`config.mk`:
```
export PLATFORM = sky130hd
export DESIGN_NAME = vending_machine_multi
export DESIGN_NICKNAME = d
export VERILOG_FILES = /design/src/rtl/vending_pkg.sv /design/src/rtl/vending_stock_bank.sv /design/src/rtl/vending_machine_multi.sv
export SDC_FILE = /design/constraint.sdc
export NUM_CORES = 1
export LEC_CHECK = 0
export CAP_MARGIN = 20
export CORE_UTILIZATION = 60
export CTS_BUF_LIST = sky130_fd_sc_hd__clkbuf_16
export CTS_CLUSTER_DIAMETER = 40
export CTS_CLUSTER_SIZE = 8
export DETAILED_ROUTE_END_ITERATION = 8
export GPL_TIMING_DRIVEN = 0
export PLACE_DENSITY = 0.86
export SLEW_MARGIN = 30
export SYNTH_ARGS = -nofsm -noshare
export SYNTH_HDL_FRONTEND = slang
export SYNTH_SLANG_ARGS = --single-unit
```
`constraint.sdc`:
```
create_clock -name clk -period 5.91 [get_ports clk]
set_input_delay 1.182 -clock clk [delete_from_list [all_inputs] [get_ports clk]]
set_output_delay 1.182 -clock clk [all_outputs]
set_load 0.03 [all_outputs]
```
`src/rtl/vending_pkg.sv`:
```
// vending_pkg: shared coin, change and state encodings for the vending controller
package vending_pkg;
    typedef enum logic [1:0] {COIN_NONE, COIN_5, COIN_10, COIN_20} coin_t;
    typedef enum logic [1:0] {CHG_NONE, CHG_5, CHG_10} change_t;
    typedef enum logic [1:0] {IDLE, COLLECT, VEND, CHANGE} state_t;
    function automatic logic [4:0] coin_value(input coin_t c);
        return c == COIN_5 ? 5'd5 : c == COIN_10 ? 5'd10 : c == COIN_20 ? 5'd20 : 5'd0;
    endfunction
endpackage

```
`src/rtl/vending_stock_bank.sv`:
```
// vending_stock_bank: per-item stock counters with vend decrement, restock refill and sold_out flags
module vending_stock_bank
    import vending_pkg::*;
#(
    parameter int NUM_ITEMS = 4,
    parameter int MAX_STOCK = 7,
    localparam int IW = NUM_ITEMS > 1 ? $clog2(NUM_ITEMS) : 1,
    localparam int SW = $clog2(MAX_STOCK + 1)
) (
    input  logic                 clk,
    input  logic                 rst,
    input  logic                 dec,
    input  logic [IW-1:0]        dec_item,
    input  logic                 restock,
    input  logic [IW-1:0]        restock_item,
    output logic [NUM_ITEMS-1:0] sold_out
);
    logic [SW-1:0] stock [NUM_ITEMS];
    // restock takes precedence over a same-cycle vend of the same item
    always_ff @(posedge clk) begin
        for (int i = 0; i < NUM_ITEMS; i++) begin
            if (rst || (restock && restock_item == IW'(i)))
                stock[i] <= SW'(MAX_STOCK);
            else if (dec && dec_item == IW'(i))
                stock[i] <= stock[i] - SW'(1);
        end
    end
    for (genvar g = 0; g < NUM_ITEMS; g++) begin : g_so
        assign sold_out[g] = stock[g] == '0;
    end
endmodule

```
`src/rtl/vending_machine_multi.sv`:
```
// vending_machine_multi: multi-product coin vending controller with credit, change, refund and restock
module vending_machine_multi
    import vending_pkg::*;
#(
    parameter int NUM_ITEMS = 4,
    parameter int CREDIT_W = 8,
    parameter int MAX_CREDIT = 100,
    parameter int MAX_STOCK = 7,
    parameter logic [NUM_ITEMS*CREDIT_W-1:0] PRICES = {8'd20, 8'd15, 8'd10, 8'd5},
    localparam int IW = NUM_ITEMS > 1 ? $clog2(NUM_ITEMS) : 1
) (
    input  logic                 clk,
    input  logic                 rst,
    input  logic [1:0]           a,
    input  logic                 sel_valid,
    input  logic [IW-1:0]        sel_item,
    input  logic                 cancel,
    input  logic                 restock,
    input  logic [IW-1:0]        restock_item,
    output logic                 b,
    output logic [IW-1:0]        vend_item,
    output logic [1:0]           change,
    output logic                 coin_reject,
    output logic                 sel_nack,
    output logic [CREDIT_W-1:0]  credit,
    output logic [NUM_ITEMS-1:0] sold_out,
    output logic                 busy
);
    state_t state, state_n;
    change_t chg;
    logic [CREDIT_W:0] coin_sum;
    logic [CREDIT_W-1:0] price, chg_val, credit_n;
    logic vend_ok, accept, drain;
    assign busy = state == VEND || state == CHANGE;
    always_comb begin
        price = PRICES[sel_item*CREDIT_W +: CREDIT_W];
        coin_sum = {1'b0, credit} + (CREDIT_W+1)'(coin_value(coin_t'(a)));
        chg = credit >= CREDIT_W'(10) ? CHG_10 : CHG_5;
        chg_val = chg == CHG_10 ? CREDIT_W'(10) : CREDIT_W'(5);
        vend_ok = !busy && !cancel && sel_valid && !sold_out[sel_item] && credit >= price;
        accept = !busy && !cancel && !sel_valid && coin_sum <= (CREDIT_W+1)'(MAX_CREDIT);
        // one change coin per cycle while busy, or on a refund request with credit
        drain = credit != '0 && (busy || cancel);
        credit_n = drain ? credit - chg_val : vend_ok ? credit - price : accept ? coin_sum[CREDIT_W-1:0] : credit;
        state_n = drain ? CHANGE : vend_ok ? VEND : (busy || credit_n == '0) ? IDLE : COLLECT;
    end
    always_ff @(posedge clk) begin
        if (rst) begin
            state <= IDLE;
            credit <= '0;
            b <= 1'b0;
            vend_item <= '0;
            change <= CHG_NONE;
            coin_reject <= 1'b0;
            sel_nack <= 1'b0;
        end else begin
            state <= state_n;
            credit <= credit_n;
            b <= vend_ok;
            if (vend_ok) vend_item <= sel_item;
            change <= drain ? chg : CHG_NONE;
            coin_reject <= a != 2'b00 && !accept;
            sel_nack <= sel_valid && !vend_ok && (busy || !cancel);
        end
    end
    vending_stock_bank #(.NUM_ITEMS(NUM_ITEMS), .MAX_STOCK(MAX_STOCK)) u_stock (
        .clk(clk),
        .rst(rst),
        .dec(vend_ok),
        .dec_item(sel_item),
        .restock(restock),
        .restock_item(restock_item),
        .sold_out(sold_out)
    );
endmodule

```
==> flow_metrics.py <==
metrics = {
    "status": {
        "outcome": "complete, no violations",
    },
    "clocking": {
        "htree_levels": 1,
        "ctsRootBufferMaster": "clkbuf_16",
        "cts-resized-gates": 0,
        "cts_buffer_depth": 2,
        "ctsHoldBuffers": 0,
        "clk_pin_slew_ns": 0.07,
        "cts_setup_buffers": 0,
        "cts.sinks": 28,
        "numCtsBuffers": 3,
        "cts_tree": "yes",
        "clkLatencyLatePin_ns": 0.26,
    },
    "synthesis": {
        "synthXorXnorAreaFrac": 0.0371,
        "syn-num-nets": 309,
        "synth_flop_cell": "dfxtp_1",
        "syn_area_um2": 2360,
        "ys_top_cells_by_area": "edfxtp_1, dfxtp_1, ha_1",
        "synth_fa_ha_area_frac": 0.150,
        "synth_top_family_by_area": "simple AND/OR/NAND/NOR gates",
        "netlist.area_leader.share": 0.153,
        "ys.warnings.count": 0,
        "ys_types": 66,
        "synth_edf_count": 12,
        "netlist_instances": 271,
        "synth_seq_cells": 28,
        "synthMuxAreaShare": 0.0228,
        "async_flop_share": 0,
        "synth-compound-area-share": 0.201,
        "avgSynthCellArea_um2": 8.71,
        "synth_seq_area_share": 0.288,
        "synth-simple-area-share": 0.233,
        "synth_area_leader_cell": "edfxtp_1",
    },
    "routing": {
        "via_per_inst": 6.22,
        "drtIter0Drc": 204,
        "drc_errors": 0,
        "wire_per_inst_um": 15.7,
        "drt.antenna.violating_nets": 0,
        "num_vias": 2197,
        "drt-total-wl_mm": 5.55,
        "dr.pass1.iters": 7,
    },
    "global_routing": {
        "grt_max_degree": 17,
        "antenna_found_initial": 0,
        "grt_pass1_wl_mm": 9.15,
        "track_usage": 0.281,
        "grt_pass1_vias": 2012,
        "overflow": 0,
    },
    "sta": {
        "hold_viol_final": 0,
        "finalCriticalPeriod_ns": 4.23,
        "max_slew_margin": 0.534,
        "tightest_slew_ns": 0.697,
        "finalSetupTns_ns": 0,
        "setup_violations": 0,
        "fmax_mhz": 237,
        "fin_crit_sh": 0.715,
        "skew_ns": 0.00692,
        "rsz0062_at_grt": "false",
        "drv_slew": 0,
        "worst_slack_ns": 1.68,
    },
    "placed_design": {
        "post-dp-hpwl_mm": 4.07,
        "gp_congestion": 0.893,
        "io_buffers": 30,
        "pre_cts_slack_ns": 1.45,
    },
    "floorplan": {
        "die_h_um": 64.7,
        "die_w_um": 64.7,
        "core_um2": 3720,
        "rows": 22,
        "dieArea_um2": 4190,
        "ioPinCount": 31,
        "initial_core_util": 0.635,
    },
    "finish": {
        "diodes": 0,
        "area_growth_pct": 19.7,
        "final_net_count": 344,
        "drive_above_1_share": 0.0721,
    },
    "worst_setup_path": {
        "cp_max_fo": 9,
        "criticalPathCategory": "in2reg",
        "reg2regPathDepth": 12,
        "r2r-start": "credit[1]$_SDFF_PP0_",
        "r2r-end": "credit[4]$_SDFF_PP0_",
        "r2r_slack_ns": 2.59,
        "worstPathRequired_ns": 5.92,
        "crit_path_start_kind": "primary input",
        "cp-end-kind": "flip-flop",
        "arrival_ns": 4.24,
    },
    "pwr": {
        "p_clk_frac": 0.149,
        "swShare": 0.458,
        "p_leak_nw": 1.25,
        "p_sw_mw": 0.626,
        "p_comb_frac": 0.638,
        "p_int_mw": 0.741,
        "vdd_ir_drop_max_uv": 420,
        "pwr-share-seq": 0.213,
        "p_per_area_nw_per_um2": 484,
    },
    "flow_run": {
        "cap_violations": 0,
    },
    "min_path": {
        "hold_path_end": "vend_item[0]$_SDFFE_PP0N_",
        "whs_path_depth": 2,
        "worstHoldStart": "vend_item[0]$_SDFFE_PP0N_",
        "min_path_type": "reg2reg",
    },
}
-- how the worst max path moves through the flow --
stage,start,endpoint,slack (ns),depth (start not counted)
2_1_floorplan,a[1],credit[4]$_SDFF_PP0_,2.29,13
3_3_place_gp,sel_item[0],u_stock.stock[1][3]$_SDFFCE_PN1P_,1.51,12
3_5_place_dp,sel_item[0],u_stock.stock[1][1]$_SDFFCE_PN1P_,1.45,12
4_1_cts,sel_item[0],u_stock.stock[1][3]$_SDFFCE_PN1P_,1.71,12
5_1_grt,sel_item[0],u_stock.stock[1][5]$_SDFFCE_PN1P_,1.43,12
6_report,sel_item[0],u_stock.stock[1][4]$_SDFFCE_PN1P_,1.68,12
-- metal layers --
layer	routed length, µm	track usage	share of wire	vias to the layer above
li1	-	-	-	1051
met1	2450	0.399	0.44	1025
met2	2590	0.436	0.47	107
met3	422	0.0282	0.076	14
met4	88	0.106	0.016	0
met5	0	0	0	-
-- Yosys cell counts (4+ instances only) --
cell / number
edfxtp_1: 12
nor4_1: 4
nor3_1: 9
ha_1: 25
inv_1: 24
o221ai_1: 4
o21ai_0: 8
nand2_1: 25
nor2_1: 28
clkbuf_1: 6
a21o_1: 5
xor2_1: 5
nor2b_1: 6
xnor2_1: 5
a21oi_1: 13
dfxtp_1: 16
-- metrics by stage --
step | area [µm²] | std cells | total power, mW | util | hold slack (ns)
2_1_floorplan | 2360 | 271 | 0.932 | - | 0.522
3_3_place_gp | 2720 | 349 | 1.12 | 0.732 | 0.453
3_5_place_dp | 2720 | 349 | 1.14 | 0.732 | 0.459
4_1_cts | 2830 | 353 | 1.35 | 0.760 | 0.476
5_1_grt | 2830 | 353 | 1.46 | 0.760 | 0.503
6_report | 2830 | 353 | 1.37 | 0.760 | 0.472
-- cell usage in the layout (no fill, tap or decap), drive strengths merged, types with 4 or more instances in the layout --
| cell type | instances |
|---|---|
| nand3 | 4 |
| xnor2 | 5 |
| nor4 | 5 |
| a21o | 5 |
| nor2b | 8 |
| clkbuf | 9 |
| nand2 | 25 |
| ha | 25 |
| nor3 | 9 |
| clkdlybuf4s50 | 30 |
| o221ai | 4 |
| inv | 24 |
| nor2 | 29 |
| xor2 | 5 |
| a21oi | 14 |
| dfxtp | 16 |
| edfxtp | 12 |
| o21ai | 11 |
| buf | 5 |
-- cell families after synthesis --
group                      after synthesis
buffers and inverters                   35
xor gates and xnor gates                10
adders and majority gates               27
AOI/OAI and AO/OA                       64
muxes                                    4
and+or+nand+nor                        103
DFF                                     28
-- registers in the layout (all words and copies together), names as in the netlist --
register       count
b                  1
change             2
coin_reject        1
credit             8
sel_nack           1
state              1
u_stock.stock     12
vend_item          2
-- cell type report --
cell class	count	area, µm²
Buffer	11	71.3
Tap cell	48	60.1
Inverter	24	90.1
Sequential cell	28	681
Timing Repair Buffer	30	300
Clock inverter	1	30.0
Fill cell	288	891
Clock buffer	3	75.1
Multi-Input combinational cell	208	1520
-- worst max-delay path: stages --
cell,delay [ns]
clkdlybuf4s50_1,0.64
inv_1,0.17
ha_1,0.31
inv_1,0.08
ha_1,0.38
nand2_1,0.10
a21o_1,0.20
a31oi_1,0.28
buf_4,0.24
nand2b_1,0.16
a311oi_1,0.41
nand2_1,0.09
-- power groups by stage --
stage / sequential (mW) / clock, mW / combinational [mW]
detailed placement: 0.293 / 0 / 0.844
CTS: 0.290 / 0.206 / 0.858
global route: 0.296 / 0.212 / 0.953
floorplan: 0.336 / 0 / 0.596
global placement: 0.292 / 0 / 0.826
finish: 0.291 / 0.204 / 0.872
Power figures use the tool's default switching activity.
==> variant 1, RTL diff (same settings) <==
Make the reset (`rst`) asynchronous in one clocked block.
--- a/src/rtl/vending_machine_multi.sv
+++ b/src/rtl/vending_machine_multi.sv
@@ -46,3 +46,3 @@
     end
-    always_ff @(posedge clk) begin
+    always_ff @(posedge clk or posedge rst) begin
         if (rst) begin
Function: differs if rst is asserted again (counterexample within 4 cycles, from zero or initial values and one cycle with rst high); with rst held inactive, the same outputs for 10 cycles.
==> variant 1 against the original RTL <==
  * Combinational power fell by 31%
  * Synthesized area fell by 3.7%
  * First-iteration DRC count fell by 57%
  * Sequential cell count did not move
  * Cell count fell by 6.8%
  * Setup slack got worse by 0.62 ns
  * Total power fell by 23%
  * Critical path depth rose by 2
  * Wire length fell by 9.2%
  * Register-to-register slack got worse by 0.40 ns
  * Die area fell by 3.6%
  * Count of clock-buffer cells in the layout did not move
  * Final area fell by 4.1%
==> variant 1: results (changes against the original RTL) <==
status:
  status: "completed"
place:
  numPlacedInstances: 325  # -6.9%
  dpl.hpwl_um: 3688  # -9.3%
cells_and_area:
  inverters: 26  # +8.3%
  clkCellAreaFrac_pct: 2.910  # -0.81 points
  final_nets: 322  # -6.4%
  fill_cells: 257  # -11%
  nMultiInputCombCells: 186  # -11%
  nNonClkBuffers: 39  # -4.9%
global_route:
  grt_pass1_wl_um: 8666  # -5.3%
  globalRouteMet3Util_pct: 4.348  # +1.5 points
  grt_use_met2_pct: 44.81  # +1.2 points
  use_met1_pct: 38.35  # -1.5 points
  grt_pass1_vias: 1831  # -9.0%
synthesis:
  seq_area_frac_synth_pct: 33.48  # +4.6 points
  async_flop_share_pct: 57.14  # +57 points
  synth_fa_ha_area_share_pct: 15.53  # +0.58 points
  ys_top_cells_by_area: "dfrtp_1, edfxtp_1, ha_1"
  synth_mux_area_share_pct: 2.258  # -0.022 points
  netlist_top_cells_count: "nand2_1, inv_1, ha_1, nor2_1, dfrtp_1"
critical_path:
  arrival_ns: 4.85  # +0.61 ns
routing:
  totalWireLength_um: 5040  # -9.2%
  firstDrtPassIters: 4  # -3
  wl_per_cell_um: 15.32  # -2.6%
  wl_met2_um: 2350  # -9.2%
timing:
  worst_pin_slew_ns: 0.7000  # +0.003224 ns
  clock_skew_ns: 0.002935  # -0.003985 ns
-- variant 1: changes by cell type in the layout (fill, tap and decap cells not counted), moves of 5 or more --
cell	delta
o21ai_0	+6
nor2_1	-10
a21oi_1	-8
dfrtp_1	+16
and2_1	+5
dfxtp_1	-16
-- variant 1: final timing paths --
check	from	to	slack, ns	depth (start not counted)
worst max-delay path	sel_item[0]	u_stock.stock[0][0]	1.06	14
worst min-delay path	vend_item[1]	vend_item[1]	0.49	1
worst min register to register	vend_item[1]	vend_item[1]	0.49	1
max in group asynchronous	rst	b	4.02	2
min in group asynchronous	rst	vend_item[1]	1.45	2
worst max register to register	credit[6]	credit[6]	2.19	14
-- variant 1: power groups by stage --
stage / Combinational, uW / Clock, uW / Sequential, uW
floorplan: 378 / 0 / 335
global placement: 571 / 0 / 289
detailed placement: 588 / 0 / 289
CTS: 600 / 157 / 286
global route: 668 / 162 / 293
finish: 604 / 156 / 286
==> variant 2, RTL diff (config.mk and constraints unchanged) <==
Made on the original files. `MAX_STOCK` is set to 7 in 2 places; all go to 14.
--- a/src/rtl/vending_stock_bank.sv
+++ b/src/rtl/vending_stock_bank.sv
@@ -5,3 +5,3 @@
     parameter int NUM_ITEMS = 4,
-    parameter int MAX_STOCK = 7,
+    parameter int MAX_STOCK = 14,
     localparam int IW = NUM_ITEMS > 1 ? $clog2(NUM_ITEMS) : 1,
--- a/src/rtl/vending_machine_multi.sv
+++ b/src/rtl/vending_machine_multi.sv
@@ -7,3 +7,3 @@
     parameter int MAX_CREDIT = 100,
-    parameter int MAX_STOCK = 7,
+    parameter int MAX_STOCK = 14,
     parameter logic [NUM_ITEMS*CREDIT_W-1:0] PRICES = {8'd20, 8'd15, 8'd10, 8'd5},
Formal check against the unedited RTL: no difference found for any inputs over 10 cycles, from zero or initial values and one cycle with rst high; that may be too few to reach the edited logic, so the function may still have changed.
==> variant 2 against the original RTL <==
  * Final area up 10%
  * Total power increased by 1.6%
  * Die area rose by 10%
  * Sequential cell count grew 4
  * Global-route usage up 0.43 points
  * Clock skew about the same
  * Setup slack worse by 0.43 ns
  * Count of clock-buffer cells in the layout rose by 2
  * Critical path depth up 1
  * Wire length grew 11%
  * Via count grew 4.6%
  * Synthesized area increased by 10%
  * Critical path type unchanged
  * Critical endpoint is now u_stock.stock[0][3]
==> variant 2: results (changes against the original RTL) <==
timing:
  maxSlewHeadroom_pct: 61.62  # +8.3 points
  whs_ns: 0.4826  # +0.01044 ns
synthesis:
  seq_area_frac_synth_pct: 30.72  # +1.9 points
  yosys_register_bits: 32  # +14%
  ys_top_cells_by_area: "edfxtp_1, dfxtp_1, ha_1"
  synth_fa_ha_area_share_pct: 11.62  # -3.3 points
  synth_area_um2: 2606  # +10%
  synth_cell_types: 65  # -1.5%
  netlist_top_cells_count: "nor2_1, nand2_1, inv_1, ha_1"
  synth-xor-area-share_pct: 5.329  # +1.6 points
  synth_compound_area_share_pct: 20.40  # +0.31 points
  synth_mux_area_share_pct: 2.016  # -0.26 points
  synth-edff-count: 16  # +4
routing:
  met1_length_um: 2516  # +2.5%
  wl_met3_um: 237  # -44%
  wl_met2_um: 3249  # +26%
cells_and_area:
  final_cells: 381  # +7.9%
  final_util_pct: 76.03  # about the same
  reg_top3: "u_stock.stock: 16 flops, credit: 8 flops"
  nMultiInputCombCells: 230  # +11%
  inverters: 22  # -8.3%
  multiInputGateArea_um2: 1675  # +10%
  clkCellAreaFrac_pct: 4.430  # +0.71 points
  nNonClkBuffers: 39  # -4.9%
  nClkBuffers: 5  # +2
  fill_cells: 311  # +8.0%
clock_tree:
  clock_latency_ns: 0.28  # +0.02 ns
  h-tree-depth: 2  # +1
  clk_transition_reported_paths_ns: 0.05  # -0.02 ns
critical_path:
  reg2reg_depth: 14  # +2
  r2r_end: "credit[7]"
  arrival_ns: 4.62  # +0.38 ns
  cpPeakStageDelay_ns: 0.62  # -0.02 ns
pwr:
  intPower_uw: 780.0  # +5.3%
  seq_power_share_pct: 23.0  # +1.7 points
  peakVddDrop_v: 0.0002764  # -34%
place:
  numPlacedInstances: 373  # +6.9%
  gp_congestion: 0.9675  # +8.4%
  dpl.hpwl_um: 4791  # +18%
  place_area_um2: 2969  # +9.2%
  place_ws_ns: 1.001  # -0.4489 ns
global_route:
  globalRouteMet3Util_pct: 5.833  # +3.0 points
  use_met1_pct: 30.89  # -9.0 points
  grt_use_met2_pct: 53.71  # +10 points
  grt_max_degree: 13  # -4
status:
  status: "completed"
worst_hold_path:
  worstHoldEndpoint: "vend_item[1]"
==> variant 2: changes by cell type after synthesis, moves of 4 or more <==
cell / unedited run / this run
and2_1: 1 / 9
nor3b_1: 3 / 7
ha_1: 25 / 21
nor2_1: 28 / 32
buf_2: 0 / 5
edfxtp_1: 12 / 16
o221ai_1: 4 / 0
a21oi_1: 13 / 8
xnor2_1: 5 / 10
==> variant 2: worst max path at each step <==
| stage | startpoint | end | slack [ns] | cells past startpoint |
|---|---|---|---|---|
| global route | sel_item[0] | u_stock.stock[1][5] | 1.02 | 14 |
| CTS | sel_item[0] | u_stock.stock[0][3] | 1.29 | 13 |
| floorplan | sel_item[0] | u_stock.stock[1][4] | 2.17 | 13 |
| detailed placement | sel_item[0] | u_stock.stock[0][3] | 1.00 | 13 |
| global placement | sel_item[0] | u_stock.stock[1][7] | 1.11 | 14 |
| finish | sel_item[0] | u_stock.stock[0][3] | 1.25 | 13 |
